### config.mk
export PLATFORM = sky130hd
export DESIGN_NAME = morse_timer_flat
export DESIGN_NICKNAME = d
export VERILOG_FILES = /design/src/rtl/morse_pkg.sv /design/src/rtl/morse_timer_if.sv /design/src/rtl/morse_debounce.sv /design/src/rtl/morse_timer.sv /design/src/flat_wrapper.sv
export SDC_FILE = /design/constraint.sdc
export NUM_CORES = 1
export LEC_CHECK = 0
export ABC_AREA = 1
export CORE_ASPECT_RATIO = 1.25
export CORE_MARGIN = 2
export CORE_UTILIZATION = 35
export CTS_BUF_LIST = sky130_fd_sc_hd__clkbuf_4 sky130_fd_sc_hd__clkbuf_8 sky130_fd_sc_hd__clkbuf_16
export DETAILED_ROUTE_END_ITERATION = 12
export GPL_TIMING_DRIVEN = 0
export PLACE_DENSITY = 0.54
export REMOVE_ABC_BUFFERS = 1
export SYNTH_ARGS = -nofsm -noshare
export SYNTH_HDL_FRONTEND = slang
export SYNTH_SLANG_ARGS = --single-unit
export TNS_END_PERCENT = 5
### constraint.sdc
create_clock -name Clk -period 1.4 [get_ports Clk]
set_input_delay 0.14 -clock Clk [delete_from_list [all_inputs] [get_ports Clk]]
set_output_delay 0.14 -clock Clk [all_outputs]
set_load 0.005 [all_outputs]
### src/rtl/morse_pkg.sv
// Shared Morse front-end definitions: FSM state encoding and default tick constants.
// Optional word-gap detection is enabled with MORSE_TIMER_WORD_GAP_EN.
package morse_pkg;

  typedef enum logic [1:0] {
    ST_IDLE  = 2'd0,
    ST_PRESS = 2'd1,
    ST_GAP   = 2'd2,
    ST_WGAP  = 2'd3
  } state_e;

  localparam int unsigned DEF_TICK_CYCLES    = 500000;
  localparam int unsigned DEF_DEBOUNCE_TICKS = 2;
  localparam int unsigned DEF_DOT_MAX_TICKS  = 20;
  localparam int unsigned DEF_CHAR_GAP_TICKS = 40;
  localparam int unsigned DEF_WORD_GAP_TICKS = 100;
  localparam int unsigned DEF_CNT_W          = 8;

endpackage

### src/rtl/morse_timer_if.sv
// Key-in / classified-pulse-out bundle between the key front end and the alphabet decoder.
// END_WORD exists only when MORSE_TIMER_WORD_GAP_EN is defined.
interface morse_timer_if;

  logic KEY;
  logic KEY_LVL;
  logic SHORT;
  logic LONG;
  logic END_CHAR;
`ifdef MORSE_TIMER_WORD_GAP_EN
  logic END_WORD;

  modport master (output KEY, input KEY_LVL, input SHORT, input LONG, input END_CHAR,
                  input END_WORD);
  modport slave  (input KEY, output KEY_LVL, output SHORT, output LONG, output END_CHAR,
                  output END_WORD);
`else
  modport master (output KEY, input KEY_LVL, input SHORT, input LONG, input END_CHAR);
  modport slave  (input KEY, output KEY_LVL, output SHORT, output LONG, output END_CHAR);
`endif

endinterface

### src/rtl/morse_debounce.sv
// Key synchronizer and tick-based debouncer; emits the accepted level and edge strobes.
module morse_debounce
  import morse_pkg::*;
#(
  parameter int unsigned DEBOUNCE_TICKS = DEF_DEBOUNCE_TICKS
) (
  input  logic clk_i,
  input  logic rst_i,
  input  logic tick_i,
  input  logic key_i,
  output logic lvl_o,
  output logic rise_o,
  output logic fall_o
);

  localparam int unsigned DW = $clog2(DEBOUNCE_TICKS + 1);

  logic [1:0]    sync_q;
  logic [DW-1:0] cnt_q, cnt_d;
  logic          lvl_q, lvl_d;
  logic          rise_q, rise_d;
  logic          fall_q, fall_d;

  // Mismatch counter: level flips once the synchronized key disagrees on enough ticks.
  always_comb begin
    cnt_d  = cnt_q;
    lvl_d  = lvl_q;
    rise_d = 1'b0;
    fall_d = 1'b0;
    if (sync_q[1] == lvl_q) begin
      cnt_d = '0;
    end else if (tick_i) begin
      if (cnt_q == DW'(DEBOUNCE_TICKS - 1)) begin
        cnt_d  = '0;
        lvl_d  = ~lvl_q;
        rise_d = ~lvl_q;
        fall_d = lvl_q;
      end else begin
        cnt_d = cnt_q + DW'(1);
      end
    end
  end

  always_ff @(posedge clk_i) begin
    if (rst_i) begin
      sync_q <= '0;
      cnt_q  <= '0;
      lvl_q  <= 1'b0;
      rise_q <= 1'b0;
      fall_q <= 1'b0;
    end else begin
      sync_q <= {sync_q[0], key_i};
      cnt_q  <= cnt_d;
      lvl_q  <= lvl_d;
      rise_q <= rise_d;
      fall_q <= fall_d;
    end
  end

  assign lvl_o  = lvl_q;
  assign rise_o = rise_q;
  assign fall_o = fall_q;

endmodule

### src/rtl/morse_timer.sv
// Morse key timing classifier: prescaled tick, debounced key, SHORT/LONG/END_CHAR pulses.
// Define MORSE_TIMER_WORD_GAP_EN to add the WGAP state and END_WORD pulse.
module morse_timer
  import morse_pkg::*;
#(
  parameter int unsigned TICK_CYCLES    = DEF_TICK_CYCLES,
  parameter int unsigned DEBOUNCE_TICKS = DEF_DEBOUNCE_TICKS,
  parameter int unsigned DOT_MAX_TICKS  = DEF_DOT_MAX_TICKS,
  parameter int unsigned CHAR_GAP_TICKS = DEF_CHAR_GAP_TICKS,
  parameter int unsigned WORD_GAP_TICKS = DEF_WORD_GAP_TICKS,
  parameter int unsigned CNT_W          = DEF_CNT_W
) (
  input  logic          Clk,
  input  logic          RESET,
  morse_timer_if.slave  bus
);

  localparam int unsigned PW = (TICK_CYCLES > 1) ? $clog2(TICK_CYCLES) : 1;
  // Gap never has to count past the longest gap it times.
  localparam logic [CNT_W-1:0] GAP_MAX  = CNT_W'(WORD_GAP_TICKS);
  localparam logic [CNT_W-1:0] DOT_MAX  = CNT_W'(DOT_MAX_TICKS);
  localparam logic [CNT_W-1:0] CHAR_GAP = CNT_W'(CHAR_GAP_TICKS);

  logic [PW-1:0] pre_q, pre_d;
  logic          tick_c;
  logic          lvl_c, rise_c, fall_c;

  state_e          state_q;
  logic [CNT_W-1:0] dur_q, gap_q;
  logic            short_q, long_q, endc_q;

  assign tick_c = (pre_q == PW'(TICK_CYCLES - 1));
  assign pre_d  = tick_c ? '0 : pre_q + PW'(1);

  always_ff @(posedge Clk) begin
    if (RESET) pre_q <= '0;
    else       pre_q <= pre_d;
  end

  morse_debounce #(
    .DEBOUNCE_TICKS (DEBOUNCE_TICKS)
  ) u_debounce (
    .clk_i  (Clk),
    .rst_i  (RESET),
    .tick_i (tick_c),
    .key_i  (bus.KEY),
    .lvl_o  (lvl_c),
    .rise_o (rise_c),
    .fall_o (fall_c)
  );

`ifdef MORSE_TIMER_WORD_GAP_EN
  localparam logic [CNT_W-1:0] WORD_GAP = CNT_W'(WORD_GAP_TICKS);
  logic endw_q;
`endif

  // Classifier FSM; an edge strobe takes priority over a coincident tick.
  always_ff @(posedge Clk) begin
    if (RESET) begin
      state_q <= ST_IDLE;
      dur_q   <= '0;
      gap_q   <= '0;
      short_q <= 1'b0;
      long_q  <= 1'b0;
      endc_q  <= 1'b0;
`ifdef MORSE_TIMER_WORD_GAP_EN
      endw_q  <= 1'b0;
`endif
    end else begin
      short_q <= 1'b0;
      long_q  <= 1'b0;
      endc_q  <= 1'b0;
`ifdef MORSE_TIMER_WORD_GAP_EN
      endw_q  <= 1'b0;
`endif
      case (state_q)
        ST_IDLE: begin
          if (rise_c) begin
            state_q <= ST_PRESS;
            dur_q   <= '0;
          end
        end
        ST_PRESS: begin
          if (fall_c) begin
            if (dur_q <= DOT_MAX) short_q <= 1'b1;
            else                  long_q  <= 1'b1;
            state_q <= ST_GAP;
            gap_q   <= '0;
          end else if (tick_c && (dur_q != '1)) begin
            dur_q <= dur_q + CNT_W'(1);
          end
        end
        ST_GAP: begin
          if (rise_c) begin
            state_q <= ST_PRESS;
            dur_q   <= '0;
          end else begin
            if (gap_q == CHAR_GAP) begin
              endc_q  <= 1'b1;
`ifdef MORSE_TIMER_WORD_GAP_EN
              state_q <= ST_WGAP;
`else
              state_q <= ST_IDLE;
`endif
            end
            if (tick_c && (gap_q != GAP_MAX)) gap_q <= gap_q + CNT_W'(1);
          end
        end
`ifdef MORSE_TIMER_WORD_GAP_EN
        ST_WGAP: begin
          if (rise_c) begin
            state_q <= ST_PRESS;
            dur_q   <= '0;
          end else begin
            if (gap_q == WORD_GAP) begin
              endw_q  <= 1'b1;
              state_q <= ST_IDLE;
            end
            if (tick_c && (gap_q != GAP_MAX)) gap_q <= gap_q + CNT_W'(1);
          end
        end
`endif
        default: state_q <= ST_IDLE;
      endcase
    end
  end

  assign bus.KEY_LVL  = lvl_c;
  assign bus.SHORT    = short_q;
  assign bus.LONG     = long_q;
  assign bus.END_CHAR = endc_q;
`ifdef MORSE_TIMER_WORD_GAP_EN
  assign bus.END_WORD = endw_q;
`endif

endmodule

### src/flat_wrapper.sv
// flat-port wrapper written by rule: the top's interface ports become plain ports
module morse_timer_flat import morse_pkg::*;
#(
  parameter int unsigned TICK_CYCLES    = DEF_TICK_CYCLES,
  parameter int unsigned DEBOUNCE_TICKS = DEF_DEBOUNCE_TICKS,
  parameter int unsigned DOT_MAX_TICKS  = DEF_DOT_MAX_TICKS,
  parameter int unsigned CHAR_GAP_TICKS = DEF_CHAR_GAP_TICKS,
  parameter int unsigned WORD_GAP_TICKS = DEF_WORD_GAP_TICKS,
  parameter int unsigned CNT_W          = DEF_CNT_W
)
  (Clk, RESET, bus_KEY, bus_KEY_LVL, bus_SHORT, bus_LONG, bus_END_CHAR);
  morse_timer_if bus_i ();
  input  logic Clk;
  input  logic RESET;
  input wire logic [$bits(bus_i.KEY)-1:0] bus_KEY;
  output wire logic [$bits(bus_i.KEY_LVL)-1:0] bus_KEY_LVL;
  output wire logic [$bits(bus_i.SHORT)-1:0] bus_SHORT;
  output wire logic [$bits(bus_i.LONG)-1:0] bus_LONG;
  output wire logic [$bits(bus_i.END_CHAR)-1:0] bus_END_CHAR;
  assign bus_i.KEY = bus_KEY;
  assign bus_KEY_LVL = bus_i.KEY_LVL;
  assign bus_SHORT = bus_i.SHORT;
  assign bus_LONG = bus_i.LONG;
  assign bus_END_CHAR = bus_i.END_CHAR;
  morse_timer #(.TICK_CYCLES(TICK_CYCLES), .DEBOUNCE_TICKS(DEBOUNCE_TICKS), .DOT_MAX_TICKS(DOT_MAX_TICKS), .CHAR_GAP_TICKS(CHAR_GAP_TICKS), .WORD_GAP_TICKS(WORD_GAP_TICKS), .CNT_W(CNT_W)) u_core (.Clk(Clk), .RESET(RESET), .bus(bus_i));
endmodule
# --- Yosys cells after proc, flatten, opt, wreduce, memory -nomap -nowiden ---
# Index checks and enable logic that the tools add are counted.
op_classes:
  add_sub_neg: 4
  n_lt_le_gt_ge: 1
  eq_ne: 16
  muxes: 17
  bitwise_logic: 7
  reduce_logical: 15
op_table:
  columns: ["op", "n"]
  rows:
  - ["$mux 8", 6]
  - ["$pmux 8 s2", 2]
  - ["$add 19x1->19 const B", 1]
  - ["$eq 19x19->1 const B", 1]
  - ["$add 8x1->8 const B", 2]
  - ["$mux 2", 5]
  - ["$eq 8x6->1 const B", 1]
  - ["$le 8x5->1 const B", 1]
  - ["$ne 2x2->1 const B", 4]
  - ["$ne 8x7->1 const B", 1]
  - ["$ne 8x8->1 const B", 1]
  - ["$reduce_and 4->1", 2]
  - ["$not 1->1", 7]
  - ["$ne 2x1->1 const B", 3]
  - ["$pmux 2 s3", 1]
  - ["$reduce_and 3->1", 2]
  - ["$reduce_or 2->1", 3]
  - ["$reduce_or 3->1", 2]
  - ["$eq 2x1->1 const B", 2]
  - ["$reduce_bool 2->1", 2]
  - ["$reduce_or 4->1", 1]
  - ["$mux 1", 3]
  - ["$ne 3x2->1 const B", 1]
  - ["$add 2x1->2 const B", 1]
  - ["4 further kinds", 5]
totals:
  ff_bits: 47
  input_bits: 3
  wordCells: 72

# --- Logic depth before layout (Yosys ltp) ---
# Gate-level depths: netlist of the first run.
depth:
  depth_word: 5
  ltp_mapped: 12
  depth_no_buf: 12

# --- Modules after synthesis ---
# From an unflattened synthesis of the first run, not the netlist that was laid out.
hier_totals:
  hier_cells: 349
  hier_area_um2: 2417.3
modules_own_cells:
  columns: ["module", "n_inst", "cells_each", "area_per_inst_um2", "seq_area_each_um2"]
  rows:
  - ["morse_timer", 1, 316, 2164.6, 800.8]
  - ["morse_debounce", 1, 33, 252.7, 140.1]

# --- Worst setup path after synthesis of the first run ---
# Ideal clock, no wire load.
synth_path:
  path_kind: "register -> register"
  start: "register u_core.pre_q[0]"
  end: "register u_core.pre_q[16]"
  t_arrival_ns: 1.419
  required_time_ns: 1.291
  setup_slack_ns: -0.128
  stages_incl_launch_ff: 13
  n_path_buf: 0
  cell_sequence: "dfxtp_1 -> ha_1 -> nand2_1 -> nor2_4 -> nand2_1 -> nor2_1 -> nand3_1 -> nor2_1 -> nand2_1 -> nand2_1 -> nand2_1 -> nand2_1 -> inv_1"
synth_via:
  elab_chain_len: 2
  word_cells_on_any_way: 3
  classes_between: "add/sub: 1; eq/ne: 1; reduce/logical: 1"
synth_lines:
  columns: ["element", "line", "source"]
  rows:
  - ["from (decl)", "morse_timer.sv:24", "logic [PW-1:0] pre_q, pre_d;"]
  - ["from (signal assigned)", "morse_timer.sv:37", "else pre_q <= pre_d;"]
  - ["parallel branches: the longest is 2 deep, another holds $add 19x1->19", null, null]
# Several ways; the timed one is not identified.
# A chain may end at the register's enable or synchronous reset.

# --- Worst setup path in the final report of the first run ---
# Ends and elaborated chain as after synthesis.

==> run metrics, run 1 <==
status finished, violations left; failing checks setup timing; GRT Resource Usage Total 0.138; Cell Area, Synth 2410 um2; most frequent cells after synthesis nand2_1 (81), nor2_1 (53), inv_1 (48); depth of the CTS H-tree 2; die area 7560 um2; post-synthesis simple-gate area fraction 0.353; Initial DRC Count 68; Die Ht 96.7 um; FFs w/ async S/R, synth 0; Seq/Total Area, Yosys 0.391; Layout Nets 376; crit path launch type register; TritonCTS Sinks 47; Worst Reg2Reg Path Length in Cells 12; core box area 6610 um2; Clk network pwr share 0.365; Worst Hold Margin 350 ps; Vias 2,132; Seq pwr share 0.609; total grt overflow 0; HPWL after DPL 3.36 mm; Worst Hold Class in2reg; Distinct cells, synth 27; Clock Tree Buf Depth 2; Pwr Density 779 nW/um2; unrepaired setup endpoints after global routing yes; Most used DFF post-synth dfxtp_1; Placed Area 2520 um2; Power Internal 1.71 mW; Min-Delay Path Depth 3; count of pins over their slew limit 0; min Tclk post-route 1520 ps; Yosys top cell by area dfxtp_1; gpl congestion 0.777; met1 wire length 2.24 mm; Rel. slew slack 0.458; Layout Utilization 0.431; Compound-Gate Fraction of Synth Area 0.0884; multi-input logic area 1360 um2; Leak 1.01 nW; Starting Density 0.364; CTS Buf Count 5; fraction of layout cells with a size suffix above 1 0.179; Area growth syn-to-layout 18.3%; Finish-stage setup viols 32; DR pass1 iterations 4; Reg clk slew, reported paths 80 ps; sw frac 0.231; WP data required 1600 ps; I/O pin cnt 7; clk_lat worst skew 310 ps; worst vdd ir 0.383 mV; Diodes inserted 0; mux contribution to synthesized area 0; vias in the first global route 1,970; sw power 512 uW; flop and latch count out of synthesis 47; post-synthesis adder-cell area fraction 0.0260; Post-synth EDFFs 0; CP arrival 1730 ps; initial antenna violation count 0; largest net degree at the start of global routing 21; TritonCTS clock tree built; leading post-synthesis cells by cell area dfxtp_1 (39%), nand2_1 (13%), nor2_1 (8.3%); measured slew at the worst slew-check pin 813 ps; Post-Synth XOR/XNOR Area 0.0400; Syn Area/Cell 6.82 um2; Routed WL 4.86 mm; fin area 2850 um2; Die Wd 78.2 um; max cap viols 0; most frequent cell after synthesis nand2_1; Layout fillers 678; Comb power frac 0.026; Final ANT Viol Nets 0; met2 routed WL 2.44 mm; final worst path period share 1.09; Synth top area share 0.391; register area 958 um2; cells after synthesis 353; Max Clock Skew 12.9 ps; largest family of logic cells by synthesized area simple AND/OR/NAND/NOR gates; FMAX 0.656 GHz; Tot Pwr 2.22 mW; Fin Setup TNS -1780 ps; FP Rows 33; final hold violation count 0; Routed wire per std cell 10.7 um; final worst slack -124 ps; Crit Path Category reg2reg; Ys Warns 0; first-pass GRT wire length 8.48 mm; met3 routed WL 101 um; I/O Buffers 6; uppermost layer routed met4; DRC Markers 0; clk root buf clkbuf_8; hold_buf cts 0; CP max FO 3; critical path capture point type register; post-DR vias/cell 4.69
-- cells in the final DEF, fill, tap and decap left out, drive strengths merged, types with 3 or more instances in the layout --
master,instances
nand2,82
nor2,56
inv,51
dfxtp,47
nand3,31
a21oi,27
o21ai,11
buf,9
xor2,8
nand4,6
nor3b,5
clkbuf,5
clkdlybuf4s50,5
nor3,5
ha,5
nor4,4
xnor2,3
-- cells by family (layout without fill, tap and decap cells) --
kind of cell / after synthesis / after routing
flip-flops: 47 / 47
AO/OA/AOI/OAI: 40 / 40
buffers and inverters: 59 / 73
adder cells (fa/ha/maj): 5 / 5
AND/OR/NAND/NOR: 191 / 192
XOR/XNOR: 11 / 11
-- per-stage QoR --
step | worst slack (ps) | cells
2_1_floorplan | -238 | 345
3_3_place_gp | -739 | 438
3_5_place_dp | -763 | 438
4_1_cts | -179 | 451
5_1_grt | -229 | 455
6_report | -124 | 455
-- power groups by stage --
stage | Sequential (mW) | Clock (mW) | Combinational (mW)
2_1_floorplan | 1.38 | 0 | 0.0271
3_3_place_gp | 1.38 | 0 | 0.0490
3_5_place_dp | 1.38 | 0 | 0.0498
4_1_cts | 1.35 | 0.842 | 0.0565
5_1_grt | 1.35 | 0.880 | 0.0677
6_report | 1.35 | 0.810 | 0.0574
-- area by class of cell --
type | count | area share
multi-input combinational | 248 | 0.478
timing repair buffer | 15 | 0.0487
clock buffer | 5 | 0.0242
clock inverter | 2 | 0.00483
sequential | 47 | 0.336
inverter | 51 | 0.0698
tap | 87 | 0.0382
-- registers in the layout, summed over array words and instances, names as in the netlist --
signal / flops
u_core.bus.END_CHAR: 1
u_core.bus.LONG: 1
u_core.bus.SHORT: 1
u_core.dur_q: 8
u_core.gap_q: 8
u_core.pre_q: 19
u_core.state_q: 2
u_core.u_debounce.cnt_q: 2
u_core.u_debounce.fall_o: 1
u_core.u_debounce.lvl_o: 1
u_core.u_debounce.rise_o: 1
u_core.u_debounce.sync_q: 2
-- worst max-delay path, stage by stage, from the launching register on --
cell	delay, ps
dfxtp_2	360
ha_4	150
nand2_4	50
nor2_4	110
nand2_1	110
nor2_2	150
nand3_2	140
nor2_4	120
nand2_1	60
nand2_1	50
nand2_1	40
nand2_1	50
inv_1	40
-- path summary, 6_finish.rpt --
path	slack (ps)	from	to
max	-120	u_core.pre_q[0]$_SDFF_PP0_	u_core.pre_q[16]$_SDFF_PP0_
min	350	bus_KEY	u_core.u_debounce.sync_q[0]$_SDFF_PP0_
max reg2reg	-120	u_core.pre_q[0]$_SDFF_PP0_	u_core.pre_q[16]$_SDFF_PP0_
min reg2reg	410	u_core.u_debounce.sync_q[0]$_SDFF_PP0_	u_core.u_debounce.sync_q[1]$_SDFF_PP0_
-- repair_timing --
item / 4_1_cts / 5_1_grt
setup endpoints to repair: 39 / 42
cloned: 1 / 0
gates resized for setup: 38 / 16
pin swaps: 8 / 7
buffers inserted: 5 / 4
-- layer usage --
layer / track usage / vias up
met4: 0.0526 / 0
li1: - / 1143
met3: 0.0308 / 8
met1: 0.159 / 968
met5: 0 / -
met2: 0.245 / 13
Power figures use the tool's default switching activity.
==> run 2, diff against run 1 <==
--- a/config.mk
+++ b/config.mk
@@ -8,11 +8,11 @@
 export ABC_AREA = 1
 export CORE_ASPECT_RATIO = 1.25
 export CORE_MARGIN = 2
-export CORE_UTILIZATION = 35
+export CORE_UTILIZATION = 55
 export CTS_BUF_LIST = sky130_fd_sc_hd__clkbuf_4 sky130_fd_sc_hd__clkbuf_8 sky130_fd_sc_hd__clkbuf_16
 export DETAILED_ROUTE_END_ITERATION = 12
 export GPL_TIMING_DRIVEN = 0
-export PLACE_DENSITY = 0.54
+export PLACE_DENSITY_LB_ADDON = 0.12
 export REMOVE_ABC_BUFFERS = 1
 export SYNTH_ARGS = -nofsm -noshare
 export SYNTH_HDL_FRONTEND = slang
==> run 2 against run 1 <==
- the flow still finishes with violations (setup timing)
- fmax decreased by 1.0%
- count of clock-buffer cells in the layout increased by 2
- combinational power increased by 2%
- clock power increased by 8.3%
- first-iteration DRC count increased by 120%
- non-clock buffer count decreased by 2
- final area decreased by 0.40%
- global-route usage increased by 7.3 points
- via count increased by 3.8%
- die area decreased by 35%
- critical path type unchanged
==> run metrics, run 2 (synthesized netlist as in run 1, its figures left out) <==
CTS Buf Count 5; Clock Tree Buf Depth 2; sw power 497 uW; max cap viols 0; final non-filler cell total 423; Routed WL 4.76 mm; Starting Density 0.583; Placed Area 2480 um2; Worst Reg2Reg Path Length in Cells 11; CP arrival 1750 ps; Max Clock Skew 10.0 ps; Seq pwr share 0.591; Reg2Reg Setup Slack -140 ps; CP max FO 8; Area growth syn-to-layout 17.9%; post-DR vias/cell 5.23; Final ANT Viol Nets 0; Layout fillers 378; unrepaired setup endpoints after global routing yes; status finished, violations left; first-pass GRT wire length 8.29 mm; final worst slack -140 ps; hold_buf cts 0; Rel. slew slack 0.447; most common cell after layout, fill and taps aside nand2_1; Power Internal 1.79 mW; Clk network pwr share 0.383; Pwr Density 806 nW/um2; largest net degree at the start of global routing 21; fraction of layout cells with a size suffix above 1 0.174; final hold violation count 0; max FFs per register 19; total grt overflow 0; failing checks setup timing; Reg clk slew, reported paths 90 ps; TritonCTS clock tree built; final worst path period share 1.10; fin area 2840 um2; initial antenna violation count 0; TritonCTS Sinks 47; sw frac 0.217; min Tclk post-route 1540 ps; Largest Register u_core.pre_q; Routed wire per std cell 11.2 um; clk_lat worst skew 300 ps; Reg-to-Reg End u_core.gap_q[7]$_SDFFE_PP0P_; Hold Path Origin bus_KEY; commonest cells after routing, fill and taps aside nand2_1 (70), inv_1 (47), nor2_1 (47); vias in the first global route 2,011; HPWL after DPL 3.11 mm; Leak 1.02 nW; Worst Hold Class in2reg; count of pins over their slew limit 0; DRC Markers 0; Comb power frac 0.026; Top Registers u_core.pre_q x19, u_core.dur_q x8, u_core.gap_q x8; worst vdd ir 0.537 mV; Vias 2,213; crit path launch type register; Hold EP u_core.u_debounce.sync_q[0]$_SDFF_PP0_; FMAX 0.649 GHz; die area 4930 um2; post-placement cell count 407; core box area 4130 um2; critical path capture point type register; measured slew at the worst slew-check pin 829 ps; GRT Resource Usage Total 0.210; Crit Path Category reg2reg; depth of the CTS H-tree 2; Finish-stage setup viols 34; Diodes inserted 0; WP data required 1610 ps; FP Rows 26; gpl congestion 0.852; clk root buf clkbuf_8; Layout Nets 374; I/O Buffers 6; Min-Delay Path Depth 3; I/O pin cnt 7; Die Wd 63.2 um; Initial DRC Count 149; DR pass1 iterations 4; R2R Path Start u_core.pre_q[0]$_SDFF_PP0_; Die Ht 78.0 um
[run 2: routing by layer]
layer	global-route usage	up-vias	part of all wire
met3	0.0406	8	0.024
met4	0.102	0	0.020
met2	0.385	25	0.52
met1	0.230	1034	0.44
met5	0	-	0
li1	-	1146	-
[run 2: per-stage QoR]
stage	hold WS (ps)	utilization	setup WS, ps	total power [mW]	TNS (ps)
after floorplan	209	-	-238	1.41	-4020
after global placement	391	0.601	-717	1.43	-20030
after detailed placement	398	0.601	-762	1.43	-20670
after CTS	340	0.665	-171	2.32	-3810
after global routing	370	0.687	-270	2.38	-7270
final	352	0.687	-140	2.29	-2930
[run 2: worst max-delay path by stage]
stage	end	cells after the start	start	slack [ps]
2_1_floorplan	u_core.gap_q[2]$_SDFFE_PP0P_	10	u_core.pre_q[0]$_SDFF_PP0_	-240
3_3_place_gp	u_core.pre_q[2]$_SDFF_PP0_	4	RESET	-720
3_5_place_dp	u_core.pre_q[2]$_SDFF_PP0_	4	RESET	-760
4_1_cts	u_core.gap_q[1]$_SDFFE_PP0P_	11	u_core.pre_q[0]$_SDFF_PP0_	-170
5_1_grt	u_core.gap_q[0]$_SDFFE_PP0P_	11	u_core.pre_q[0]$_SDFF_PP0_	-270
6_report	u_core.gap_q[7]$_SDFFE_PP0P_	11	u_core.pre_q[0]$_SDFF_PP0_	-140
[run 2: power by group through the flow]
stage,Combinational (mW),Sequential (mW),Clock [mW]
after floorplan,0.0271,1.38,0
after global placement,0.0481,1.38,0
after detailed placement,0.0491,1.38,0
after CTS,0.0535,1.35,0.912
after global routing,0.0700,1.35,0.962
final,0.0588,1.35,0.877
[run 2: critical path: stages (launching register included)]
cell and delay [ps]:
dfxtp_2 360, ha_4 150, nand2_4 50, nor2_4 110
nand3_2 90, nor2_4 200, nand2_2 100, nand2_4 110
buf_12 130, nand3_2 50, nand2_1 60, nor2_1 50
[run 2: final cells by class]
| class | instances | area, um2 | area share |
|---|---|---|---|
| multi-input cells | 248 | 1390 | 0.488 |
| clock inverters | 1 | 8.76 | 0.00309 |
| repair buffers | 13 | 128 | 0.0450 |
| well taps | 56 | 70.1 | 0.0247 |
| flip-flops and latches | 47 | 957 | 0.337 |
| clock buffers | 7 | 90.1 | 0.0317 |
| inverters | 51 | 199 | 0.0701 |
[run 2: what timing repair did]
| item | in CTS | in global routing |
|---|---|---|
| gates resized for setup | 37 | 21 |
| setup endpoints to repair | 39 | 42 |
| pin swaps | 10 | 11 |
| gates cloned | 1 | 0 |
| setup buffers | 4 | 3 |
